<file path="src/rtl/uart_pkg.sv">
// Shared UART definitions: parity-mode encodings, tx FSM states, per-frame format.
// Pure declarations; the configurable receiver is expected to reuse these too.
package uart_pkg;

  typedef enum logic [1:0] {
    PAR_NONE = 2'b00,
    PAR_EVEN = 2'b01,
    PAR_ODD  = 2'b10,
    PAR_RSVD = 2'b11
  } par_mode_e;

  typedef enum logic [2:0] {
    ST_IDLE,
    ST_START,
    ST_DATA,
    ST_PARITY,
    ST_STOP
  } tx_state_e;

  typedef struct packed {
    logic par_en;
    logic par_odd;
    logic stop2;
  } frame_cfg_t;

  // The reserved mode decodes as "no parity".
  function automatic frame_cfg_t decode_cfg(input logic [1:0] mode, input logic two_stop);
    frame_cfg_t cfg;
    cfg.par_en  = (mode == PAR_EVEN) || (mode == PAR_ODD);
    cfg.par_odd = (mode == PAR_ODD);
    cfg.stop2   = two_stop;
    return cfg;
  endfunction

endpackage

</file>
<file path="src/rtl/uart_sync_fifo.sv">
// Single-clock registered FIFO; pop_data shows the head, one-cycle write-to-visible latency.
// Push is refused whenever full, even if a pop happens in the same cycle.
module uart_sync_fifo #(
  parameter int WIDTH = 8,
  parameter int DEPTH = 4
) (
  input  logic                           clk,
  input  logic                           rst,
  input  logic                           push,
  input  logic [WIDTH-1:0]               push_data,
  input  logic                           pop,
  output logic [WIDTH-1:0]               pop_data,
  output logic                           full,
  output logic                           empty,
  output logic [$clog2(DEPTH+1)-1:0]     count
);

  localparam int AW = $clog2(DEPTH);
  localparam int CW = $clog2(DEPTH + 1);

  logic [WIDTH-1:0] mem_q [DEPTH];
  logic [WIDTH-1:0] mem_d [DEPTH];
  logic [AW-1:0]    wr_ptr_q, wr_ptr_d;
  logic [AW-1:0]    rd_ptr_q, rd_ptr_d;
  logic [CW-1:0]    count_q, count_d;
  logic             push_ok, pop_ok;

  assign full     = (count_q == CW'(DEPTH));
  assign empty    = (count_q == '0);
  assign count    = count_q;
  assign pop_data = mem_q[rd_ptr_q];
  assign push_ok  = push && !full;
  assign pop_ok   = pop && !empty;

  // Pointers wrap naturally because DEPTH is a power of two.
  always_comb begin
    mem_d    = mem_q;
    wr_ptr_d = wr_ptr_q;
    rd_ptr_d = rd_ptr_q;
    count_d  = count_q;
    if (push_ok) begin
      mem_d[wr_ptr_q] = push_data;
      wr_ptr_d        = wr_ptr_q + AW'(1);
    end
    if (pop_ok) begin
      rd_ptr_d = rd_ptr_q + AW'(1);
    end
    case ({push_ok, pop_ok})
      2'b10:   count_d = count_q + CW'(1);
      2'b01:   count_d = count_q - CW'(1);
      default: count_d = count_q;
    endcase
  end

  always_ff @(posedge clk or posedge rst) begin
    if (rst) begin
      mem_q    <= '{default: '0};
      wr_ptr_q <= '0;
      rd_ptr_q <= '0;
      count_q  <= '0;
    end else begin
      mem_q    <= mem_d;
      wr_ptr_q <= wr_ptr_d;
      rd_ptr_q <= rd_ptr_d;
      count_q  <= count_d;
    end
  end

endmodule

</file>
<file path="src/rtl/uart_tx_framed.sv">
// UART transmitter with input FIFO; frame starts on the first tick after a word is queued.
// in_ready drops when the FIFO is full; frames run back-to-back while words remain.
module uart_tx_framed
  import uart_pkg::*;
#(
  parameter int DATA_BITS  = 8,
  parameter int FIFO_DEPTH = 4
) (
  input  logic                              clk,
  input  logic                              rst,
  input  logic                              tick,
  input  logic                              in_valid,
  output logic                              in_ready,
  input  logic [DATA_BITS-1:0]              in_data,
  input  logic [1:0]                        parity_mode,
  input  logic                              stop2,
  output logic                              tx,
  output logic                              busy,
  output logic [$clog2(FIFO_DEPTH+1)-1:0]   fifo_count
);

  localparam int CNT_W = $clog2(FIFO_DEPTH + 1);
  localparam int BC_W  = $clog2(DATA_BITS + 1);

  tx_state_e            state_q, state_d;
  logic [DATA_BITS-1:0] shift_q, shift_d;
  logic [BC_W-1:0]      bit_cnt_q, bit_cnt_d;
  logic                 stop_cnt_q, stop_cnt_d;
  logic                 par_q, par_d;
  frame_cfg_t           cfg_q, cfg_d;
  logic                 tx_q, tx_d;

  logic                 fifo_full, fifo_empty, fifo_pop, start_frame;
  logic [DATA_BITS-1:0] fifo_head;
  logic [CNT_W-1:0]     fifo_cnt;

  uart_sync_fifo #(
    .WIDTH (DATA_BITS),
    .DEPTH (FIFO_DEPTH)
  ) u_fifo (
    .clk       (clk),
    .rst       (rst),
    .push      (in_valid),
    .push_data (in_data),
    .pop       (fifo_pop),
    .pop_data  (fifo_head),
    .full      (fifo_full),
    .empty     (fifo_empty),
    .count     (fifo_cnt)
  );

  assign in_ready   = !fifo_full;
  assign fifo_count = fifo_cnt;
  assign tx         = tx_q;
  assign busy       = (state_q != ST_IDLE) || (fifo_cnt != '0);

  always_comb begin
    state_d     = state_q;
    shift_d     = shift_q;
    bit_cnt_d   = bit_cnt_q;
    stop_cnt_d  = stop_cnt_q;
    par_d       = par_q;
    cfg_d       = cfg_q;
    tx_d        = tx_q;
    start_frame = 1'b0;
    fifo_pop    = 1'b0;
    if (tick) begin
      unique case (state_q)
        ST_IDLE: begin
          start_frame = !fifo_empty;
        end
        ST_START: begin
          tx_d      = shift_q[0];
          par_d     = shift_q[0];
          shift_d   = shift_q >> 1;
          bit_cnt_d = BC_W'(1);
          state_d   = ST_DATA;
        end
        ST_DATA: begin
          if (bit_cnt_q == BC_W'(DATA_BITS)) begin
            if (cfg_q.par_en) begin
              tx_d    = par_q ^ cfg_q.par_odd;
              state_d = ST_PARITY;
            end else begin
              tx_d       = 1'b1;
              stop_cnt_d = 1'b0;
              state_d    = ST_STOP;
            end
          end else begin
            tx_d      = shift_q[0];
            par_d     = par_q ^ shift_q[0];
            shift_d   = shift_q >> 1;
            bit_cnt_d = bit_cnt_q + BC_W'(1);
          end
        end
        ST_PARITY: begin
          tx_d       = 1'b1;
          stop_cnt_d = 1'b0;
          state_d    = ST_STOP;
        end
        ST_STOP: begin
          if (cfg_q.stop2 && !stop_cnt_q) begin
            stop_cnt_d = 1'b1;
          end else if (!fifo_empty) begin
            start_frame = 1'b1;
          end else begin
            state_d = ST_IDLE;
          end
        end
        default: begin
          tx_d    = 1'b1;
          state_d = ST_IDLE;
        end
      endcase
    end
    // Format is captured only here, so mid-frame config changes wait for the next frame.
    if (start_frame) begin
      fifo_pop = 1'b1;
      shift_d  = fifo_head;
      cfg_d    = decode_cfg(parity_mode, stop2);
      tx_d     = 1'b0;
      state_d  = ST_START;
    end
  end

  always_ff @(posedge clk or posedge rst) begin
    if (rst) begin
      state_q    <= ST_IDLE;
      shift_q    <= '0;
      bit_cnt_q  <= '0;
      stop_cnt_q <= 1'b0;
      par_q      <= 1'b0;
      cfg_q      <= '0;
      tx_q       <= 1'b1;
    end else begin
      state_q    <= state_d;
      shift_q    <= shift_d;
      bit_cnt_q  <= bit_cnt_d;
      stop_cnt_q <= stop_cnt_d;
      par_q      <= par_d;
      cfg_q      <= cfg_d;
      tx_q       <= tx_d;
    end
  end

endmodule

</file>
<file path="config.mk">
export PLATFORM = sky130hd
export DESIGN_NAME = uart_tx_framed
export DESIGN_NICKNAME = d
export VERILOG_FILES = /design/src/rtl/uart_pkg.sv /design/src/rtl/uart_sync_fifo.sv /design/src/rtl/uart_tx_framed.sv
export SDC_FILE = /design/constraint.sdc
export NUM_CORES = 1
export LEC_CHECK = 0
export ABC_CLOCK_PERIOD_IN_PS = 1900
export BUFFER_PORTS_ARGS = -buffer_cell sky130_fd_sc_hd__clkbuf_2
export CAP_MARGIN = 25
export CORE_MARGIN = 2
export CORE_UTILIZATION = 35
export CTS_CLUSTER_SIZE = 16
export DETAILED_ROUTE_END_ITERATION = 8
export SETUP_SLACK_MARGIN = 0.3
export SYNTH_ARGS = -nofsm -noshare
export SYNTH_HDL_FRONTEND = slang
export SYNTH_SLANG_ARGS = --single-unit
</file>
<file path="constraint.sdc">
create_clock -name clk -period 1.9 [get_ports clk]
set_input_delay 0.095 -clock clk [delete_from_list [all_inputs] [get_ports clk]]
set_output_delay 0.095 -clock clk [all_outputs]
set_load 0.1 [all_outputs]
</file>
Word-level counts from Yosys, hierarchy flattened
Cells that the tools add are included.

Bits of input ports: 15. Output and inout port bits: 6. Bits in registers: 60.

Multiplexer cells: 36. Reductions and logical operators: 24. Bitwise logic cells: 4. Eq/ne operators: 20. Add/subtract/negate cells: 5. Magnitude comparators: 3.

Operator list (number): two-way mux 8 bit (6); bitwise mux 32 bit (1); two-way mux 3 bit (6); binary-select mux 8 bit (select 2 bit) (1); demux 8 bit (select 2 bit) (1); case mux 8 bit (2 select lines) (1); case mux 3 bit (5 select lines) (1); two-way mux 1 bit (12); != test 3 bit (second input constant) (4); nonzero test 3 bit (4); != test 2 bit (second input constant) (5); AND reduction 5 bit (2); case mux 4 bit (2 select lines) (1); == test 3 x 2 -> 1 bit (second input constant) (2); == test 3 bit (second input constant) (2); >= comparator 3 bit (second input constant) (2); logical NOT 3 bit (2); NOT 2 -> 3 bit (2); case mux 1 bit (3 select lines) (2); case mux 3 bit (2 select lines) (1); AND reduction 3 bit (2); nonzero test 2 bit (3); adder 2 x 1 -> 2 bit (second input constant) (2); adder 4 x 1 -> 4 bit (second input constant) (1); 16 further kinds (26).

Depth between registers and ports, before layout
Gate-level depths: netlist of run 1.

Depth in word-level cells: 9. Gate-level depth with buffers: 9. Mapped depth without buffers: 8.

Cells and area by module
Synthesis of run 1 repeated with hierarchy kept, for this count alone.

Cell total of the unflattened synthesis: 238. Area, all modules: 3022.9 sq um.

By module, submodules not included: uart_sync_fifo (cells each 115, area each 1788.0 sq um, instances 1); uart_tx_framed (cells each 123, area each 1234.9 sq um, instances 1).

Worst setup path after synthesis of run 1
No wires, ideal clock.

Kind: register to register. Start point: register u_fifo.count_q[1] (netlist: u_fifo.count[1]). End point: register u_fifo.count_q[2] (netlist: u_fifo.count[2]). Arrival: 2.518 ns. Slack: -0.782 ns. Path buffers: 0. Cell stages (with the launch flop): 9. Required time: 1.736 ns. Cell sequence: dfrtp_1 -> nor2_1 -> a21boi_2 -> inv_1 -> ha_1 -> fa_1 -> xnor2_1 -> nor2_1 -> xor2_1.

Longest elaborated chain between the ends: 9. Elaborated cells between the ends (all ways): 17. Classes of those cells: add/sub: 2; eq/ne: 3; mux: 6; reduce/logical: 6.

RTL lines: from (decl) (line uart_sync_fifo.sv:25) `logic [CW-1:0] count_q, count_d;`; from (signal assigned) (line uart_sync_fifo.sv:65) `count_q <= count_d;`; logical NOT 3 bit (line uart_sync_fifo.sv:29) `assign empty = (count_q == '0);`; two-way mux 1 bit (line uart_tx_framed.sv:104) `end else if (!fifo_empty) begin`; two-way mux 1 bit (line uart_tx_framed.sv:102) `if (cfg_q.stop2 && !stop_cnt_q) begin`; case mux 1 bit (2 select lines) (line uart_tx_framed.sv:68) `unique case (state_q)`; two-way mux 1 bit (line uart_tx_framed.sv:67) `if (tick) begin`; two-way mux 1 bit (line uart_tx_framed.sv:117) `if (start_frame) begin`; logical AND 1 bit (line uart_sync_fifo.sv:33) `assign pop_ok = pop && !empty;`; == test 2 x 1 -> 1 bit / == test 2 bit (equally long branches) (line uart_sync_fifo.sv:48) `case ({push_ok, pop_ok})`; case mux 3 bit (2 select lines) / nonzero test 2 bit (equally long branches).

Several ways; a longest one is shown, not always the timed one. A chain may end at the register's enable or synchronous reset.

Worst setup path after layout of run 1
Start point: register u_fifo.count_q[1] (netlist: u_fifo.count[1]). End point: output port busy.

Longest elaborated chain between the ends: 2.

RTL lines: nonzero test 3 bit (line uart_tx_framed.sv:55) `assign busy = (state_q != ST_IDLE) || (fifo_cnt != '0);`; logical OR 1 bit (line uart_tx_framed.sv:55); to (decl) (line uart_tx_framed.sv:18) `output logic busy,`.

No other way between the ends.

==> out/qor.txt, run 1 <==
Total power: 7.12 mW
Synth Cell Area: 0.00292 mm2
DP HPWL: 3650 um
CP max FO: 2
Tcrit/Tclk final: 1.03
DRT Pass-1 Iters: 4
First-pass GRT wire length: 9650 um
Worst hold-check path type: in -> reg
Slew at the pin closest to its max-slew limit: 0.539 ns
Chip Width: 95.3 um
Combinational power share: 0.487
Critical path arrival: 1.87 ns
Area growth, synth to finish: 30.8%
Switching Share: 0.372
Wirelength, routed: 6040 um
WL met3: 138 um
Pwr per Cell Area: 1870 mW/mm2
Antenna violations before repair: 0
Largest family of logic cells by synthesized area: multiplexers
Yosys warns: 0
Die footprint: 0.00908 mm2
Slew Viols, Final: 0
Largest cells by area after synthesis: dfrtp_1 51%, mux2_2 13%, mux4_2 6.2%, nand2_1 3.6%, ha_1 3.4%
Synth cell types: 44
# DRC: 0
Layout filler cell count: 738
Post-synthesis sequential area ratio: 0.515
Async set-reset flop share out of synthesis: 1.00
Overflow after GRT: 0
Fin cells: 399
Avg Cell Area, Syn: 12.0 um2
Avg Vias per Cell: 5.07
Post-Synth Simple-Gate Area: 0.107
Via count: 2021
Cell taking the most area after synthesis: dfrtp_1
Worst Path Required: 1.80 ns
Syn Nets: 267
Detail Route Antenna Nets: 0
Outcome: finished, violations left
Core Box Area: 0.00813 mm2
Reg clk slew, reported paths: 0.07 ns
Final setup fails: 3
Compound-cell area share of the yosys netlist: 0.0845
Design Area, Final: 0.00382 mm2
Met2 Wirelength: 2960 um
# rows: 33
Port Buffer Count: 20
Crit. End Element: output pin
RSZ-0062 raised after global routing: yes
Highest Signal Layer: met4
M1 wire length: 2810 um
Synth Area in Adders: 0.0412
H-tree depth: 3
Critical path launch point type: flip-flop
IO Count: 21
Maxcap violations: 0
WL/cell: 15.1 um
Clock share of power: 0.183
Layout cell share with drive strength beyond 1: 0.432
GRT Total Usage: 0.140
RD Place Congestion: 0.739
Internal power: 4.48 mW
Die H: 95.3 um
Cell count after placement: 372
Xor-xnor portion of the synthesized cell area: 0.0240
Area share of the largest cell type after synthesis: 0.506
Final worst slack: -0.0631 ns
Post-synthesis cell count: 243
CTS Buf Count: 9
Diodes inserted: 0
Most used DFF post-synth: dfrtp_1
Switch Pwr: 2.65 mW
CTS root buf: clkbuf_8
Cell leakage power: 1.75 nW
Final #Nets: 313
Violated checks: setup timing
Setup_tns: -0.112 ns
CTS sink count: 60
Vias in the first global route: 2008
Drt initial violations: 75
EDFF count, synth: 0
Slew Limit Headroom: 0.642
Largest net degree at the start of global routing: 61
Longest Clk Path Bufs: 2
Final hold vios: 0
Min cycle time layout: 1.96 ns
Worst R2R Setup Slack: -0.04 ns
Mux contribution to synthesized area: 0.193
TritonCTS clock tree: yes
Sequential power share: 0.330
Peak Freq: 509 MHz
Critical Setup Path Class: reg -> out
Worst skew pair latency: 0.34 ns
Worst-case clock skew: 0.00956 ns
Placed cell area: 0.00326 mm2
FF+latch count, synth: 60
Starting density of the core: 0.359
Peak VDD IR: 0.000776 V
## area by class of cell
type / instances / area [um2] / share of cell area
Inverter: 11 / 41.3 / 0.0108
Clock inverter: 6 / 87.6 / 0.0230
Timing Repair Buffer: 45 / 342 / 0.0895
Multi-Input combinational cell: 162 / 1570 / 0.411
Clock buffer: 10 / 138 / 0.0361
Tap cell: 105 / 131 / 0.0344
Sequential cell: 60 / 1510 / 0.395
## path summary, 6_finish.rpt
path	end	depth (start not counted)	start
worst max-delay path	busy	4	u_fifo.count[1]
worst min-delay path	u_fifo.mem_q[1]	2	in_data[1]
worst max register to register	u_fifo.count[2]	8	u_fifo.count[1]
worst min register to register	tx	2	tx
max in group asynchronous	tx	4	rst
min in group asynchronous	u_fifo.count[2]	4	rst
## kinds of logic (layout without fill, tap and decap cells)
family | after synthesis | after routing
fa+ha+maj | 9 | 9
simple gates | 65 | 65
mux | 42 | 42
buf+inv | 22 | 72
compound gates | 37 | 38
flops | 60 | 60
xor+xnor | 8 | 8
## placed cells by master (no fill, tap or decap), types with 5 or more instances in the layout
| cell | n |
|---|---|
| nand2_1 | 28 |
| o21ai_0 | 6 |
| a31oi_1 | 9 |
| mux4_2 | 8 |
| clkbuf_2 | 18 |
| clkbuf_8 | 10 |
| buf_4 | 17 |
| buf_6 | 5 |
| dfrtp_1 | 55 |
| inv_1 | 6 |
| mux2_4 | 32 |
| inv_2 | 5 |
| nor2_1 | 14 |
| xnor2_1 | 6 |
| ha_1 | 6 |
## power by group through the flow
stage	logic [mW]	registers, mW	clock network, mW
after CTS	2.92	2.33	1.33
after floorplan	1.99	2.56	0
after global routing	3.76	2.44	1.39
after detailed placement	2.84	2.35	0
after global placement	2.79	2.32	0
final	3.47	2.35	1.30
## worst max-delay path, stage by stage (launching register included)
cell	delay, ns
dfrtp_2	0.40
or3_4	0.38
buf_4	0.14
or4_4	0.42
buf_12	0.18
## Yosys cell counts, types with 3 or more instances
cell type,instances
nand3_1,4
clkbuf_1,4
xnor2_1,6
a31oi_1,9
o21ai_0,8
inv_1,11
a21oi_1,5
mux4_2,8
or3_1,3
nand2_1,28
ha_1,8
buf_2,4
dfrtp_1,59
nor2_1,15
mux2_2,33
nand2_2,4
## per-stage QoR
step                      setup slack (ns)  utilization  hold WS (ns)
after floorplan                     -0.358            -         0.200
after global placement            -0.00702        0.400         0.170
after detailed placement           -0.0514        0.400         0.172
after CTS                          -0.0832        0.435        0.0198
after global routing                -0.132        0.469        0.0498
final                              -0.0631        0.469        0.0473
## metal layers
layer,up-vias,track usage
met4,0,0.0688
met5,-,0
met3,12,0.0261
met1,1029,0.176
met2,22,0.231
li1,958,-
## flip-flops by register name, indices dropped and copies added, names as in the netlist
| name | flops |
|---|---|
| u_fifo.mem_q | 32 |
| shift_q | 8 |
| bit_cnt_q | 4 |
| cfg_q | 3 |
| state_q | 3 |
| u_fifo.count | 3 |
| u_fifo.rd_ptr_q | 2 |
| u_fifo.wr_ptr_q | 2 |
| par_q | 1 |
| stop_cnt_q | 1 |
| tx | 1 |
## what timing repair did
action	in CTS	in global routing
endpoints found under the setup margin	46	47
pin swaps	1	11
gates resized for setup	9	54
setup buffers	0	8
hold buffers	2	0
endpoints found under the hold margin	60	0
cloned	0	1
(Power assumes the default switching activity.)
==> inputs of run 2 (changes only) <==
Settings changed: BUFFER_PORTS_ARGS -buffer_cell sky130_fd_sc_hd__clkbuf_2 to default, DONT_BUFFER_PORTS from default to 1.
==> run 2 against run 1 <==
- the flow still finishes with violations (setup timing)
- clock skew decreased by 0.0045 ns
- critical endpoint is now u_fifo.count[1]
- register-to-register slack about the same
- maximum frequency increased by 0.49%
- global-route usage increased by 0.23 points
- sequential power about the same
- first-iteration DRC count increased by 61%
- sequential cell count unchanged
- via count decreased by 3.1%
- design area decreased by 4.1%
==> out/qor.txt, run 2 (same netlist as run 1, synthesis figures left out) <==
Reg area: 0.00151 mm2 (about the same)
Cell leakage power: 1.57 nW (-10%)
Diodes inserted: 0 (unchanged)
Antenna violations before repair: 0 (unchanged)
Tcrit/Tclk final: 1.03 (-0.00505)
Maxcap violations: 0 (unchanged)
Violated checks: setup timing
Slew at the pin closest to its max-slew limit: 0.572 ns (+0.0329 ns)
Starting density of the core: 0.359 (unchanged)
WL/cell: 15.0 um (-0.74%)
Worst skew pair latency: 0.33 ns (about the same)
RSZ-0062 raised after global routing: yes
Sequential power share: 0.346 (+0.016)
Worst Path Required: 2.11 ns (+0.31 ns)
Overflow after GRT: 0 (unchanged)
Final setup fails: 3 (unchanged)
Switch Pwr: 2.51 mW (-5.1%)
Core Box Area: 0.00813 mm2 (unchanged)
TritonCTS clock tree: yes
Critical path launch point type: flip-flop
Hold WS: 0.0522 ns (+0.00493 ns)
Peak VDD IR: 0.000767 V (-1.2%)
DP HPWL: 3750 um (+2.6%)
Final worst slack: -0.0535 ns (+0.00959 ns)
Final hold vios: 0 (unchanged)
DRT Pass-1 Iters: 4 (unchanged)
Regs by FF count: u_fifo.mem_q x32, shift_q x8, bit_cnt_q x4
CP max FO: 2 (unchanged)
Slew Limit Headroom: 0.618 (-0.0240)
Largest net degree at the start of global routing: 36 (-41%)
Via count: 1959 (-3.1%)
Avg Vias per Cell: 5.05 (-0.32%)
H-tree depth: 3 (unchanged)
Layout cell share with drive strength beyond 1: 0.360 (-0.0715)
First-pass GRT wire length: 9820 um (+1.8%)
Slew Viols, Final: 0 (unchanged)
Reg clk slew, reported paths: 0.07 ns (about the same)
Total power: 6.74 mW (-5.3%)
Drt initial violations: 121 (+61%)
Critical path's largest stage delay: 0.42 ns (about the same)
Wirelength, routed: 5830 um (-3.5%)
Switching Share: 0.373 (+0.00102)
IO Count: 21 (unchanged)
Layout filler cell count: 729 (-1.2%)
Core Util, Final: 0.450 (-0.0194)
Critical Setup Path Class: reg -> reg
Vias in the first global route: 2024 (+0.80%)
Slowest CP cell: fa_2
Max reg flops: 32 (unchanged)
Internal power: 4.23 mW (-5.5%)
Worst-case clock skew: 0.00510 ns (-0.00447 ns)
Final #Nets: 302 (-3.5%)
Worst hold-check path type: in -> reg
Clock share of power: 0.185 (+0.002)
Detail Route Antenna Nets: 0 (unchanged)
Die footprint: 0.00908 mm2 (unchanged)
Peak Freq: 512 MHz (+0.49%)
# DRC: 0 (unchanged)
Placed cell area: 0.00316 mm2 (-2.8%)
GRT Total Usage: 0.142 (+0.00231)
Longest Clk Path Bufs: 2 (unchanged)
Critical path arrival: 2.17 ns (+0.30 ns)
Chip Width: 95.3 um (unchanged)
Area growth, synth to finish: 25.4%
Die H: 95.3 um (unchanged)
CTS root buf: clkbuf_8
Most frequent cells in the layout: 56 x dfrtp_1, 32 x mux2_2, 28 x nand2_1
Crit-path cells: or3_4 -> nand4_1 -> inv_2 -> ha_4 -> fa_2 -> mux2_4
# rows: 33 (unchanged)
Port Buffer Count: 0 (-100%)
Crit. End Element: flip-flop
Top delay family on crit path: adder cells
Combinational power share: 0.469 (-0.018)
Bufs and invs on worst path: 1 (-1)
CTS Buf Count: 9 (unchanged)
Design Area, Final: 0.00366 mm2 (-4.1%)
Outcome: finished, violations left
Biggest register: u_fifo.mem_q
CTS sink count: 60 (unchanged)
RD Place Congestion: 0.749 (+1.4%)
Pwr per Cell Area: 1840 mW/mm2 (-1.3%)
Commonest non-fill, non-tap cell in the layout: dfrtp_1
Min cycle time layout: 1.95 ns (-0.00959 ns)
Area of the multi-input gates: 0.00142 mm2 (-9.6%)
[run 2: path summary, 6_finish.rpt]
kind	slack, ns	to	cells past startpoint	startpoint
worst max register to register	-0.05	u_fifo.count[1]	6	u_fifo.count[2]
worst min register to register	0.48	tx	2	tx
worst min-delay path	0.05	state_q[1]	3	tick
min in group asynchronous	0.29	u_fifo.count[0]	2	rst
worst max-delay path	-0.05	u_fifo.count[1]	6	u_fifo.count[2]
max in group asynchronous	1.03	u_fifo.mem_q[6]	3	rst
[run 2: repair_timing]
action / 4_1_cts / 5_1_grt
setup endpoints to repair: 46 / 49
hold buffers: 12 / 0
hold endpoints to repair: 64 / 0
buffers inserted: 3 / 2
cloned: 0 / 0
pin swaps: 3 / 4
gates resized for setup: 15 / 8
[run 2: stage by stage]
step                instances  worst slack (ns)  TNS, ns
floorplan                 243            -0.358   -0.696
global placement          355           -0.0170  -0.0170
detailed placement        355           -0.0386  -0.0558
CTS                       386           -0.0567   -0.129
global route              388            -0.130   -0.328
finish                    388           -0.0535   -0.109
[run 2: power by group through the flow]
| stage | logic, mW | registers [mW] | clock network, mW |
|---|---|---|---|
| after floorplan | 1.99 | 2.56 | 0 |
| after global placement | 2.77 | 2.33 | 0 |
| after detailed placement | 2.82 | 2.36 | 0 |
| after CTS | 3.08 | 2.33 | 1.28 |
| after global routing | 3.43 | 2.40 | 1.35 |
| final | 3.16 | 2.33 | 1.25 |
[run 2: final cells by class]
type                            instances  area share
Inverter                               11      0.0113
Clock buffer                           11      0.0386
Sequential cell                        60       0.412
Multi-Input combinational cell        161       0.388
Timing Repair Buffer                   35      0.0940
Clock inverter                          5      0.0205
Tap cell                              105      0.0359
[run 2: metal layers]
metal / track usage / vias up / part of all wire / routed length (um)
met4: 0.0580 / 0 / 0.014 / 80
met3: 0.0364 / 9 / 0.030 / 175
met2: 0.235 / 30 / 0.49 / 2870
li1: - / 935 / - / -
met1: 0.178 / 985 / 0.46 / 2700
met5: 0 / - / 0 / 0
[run 2: worst min-delay path: stages]
cell     delay [ns]
nand3_1        0.06
o31a_1         0.12
o22ai_1        0.07
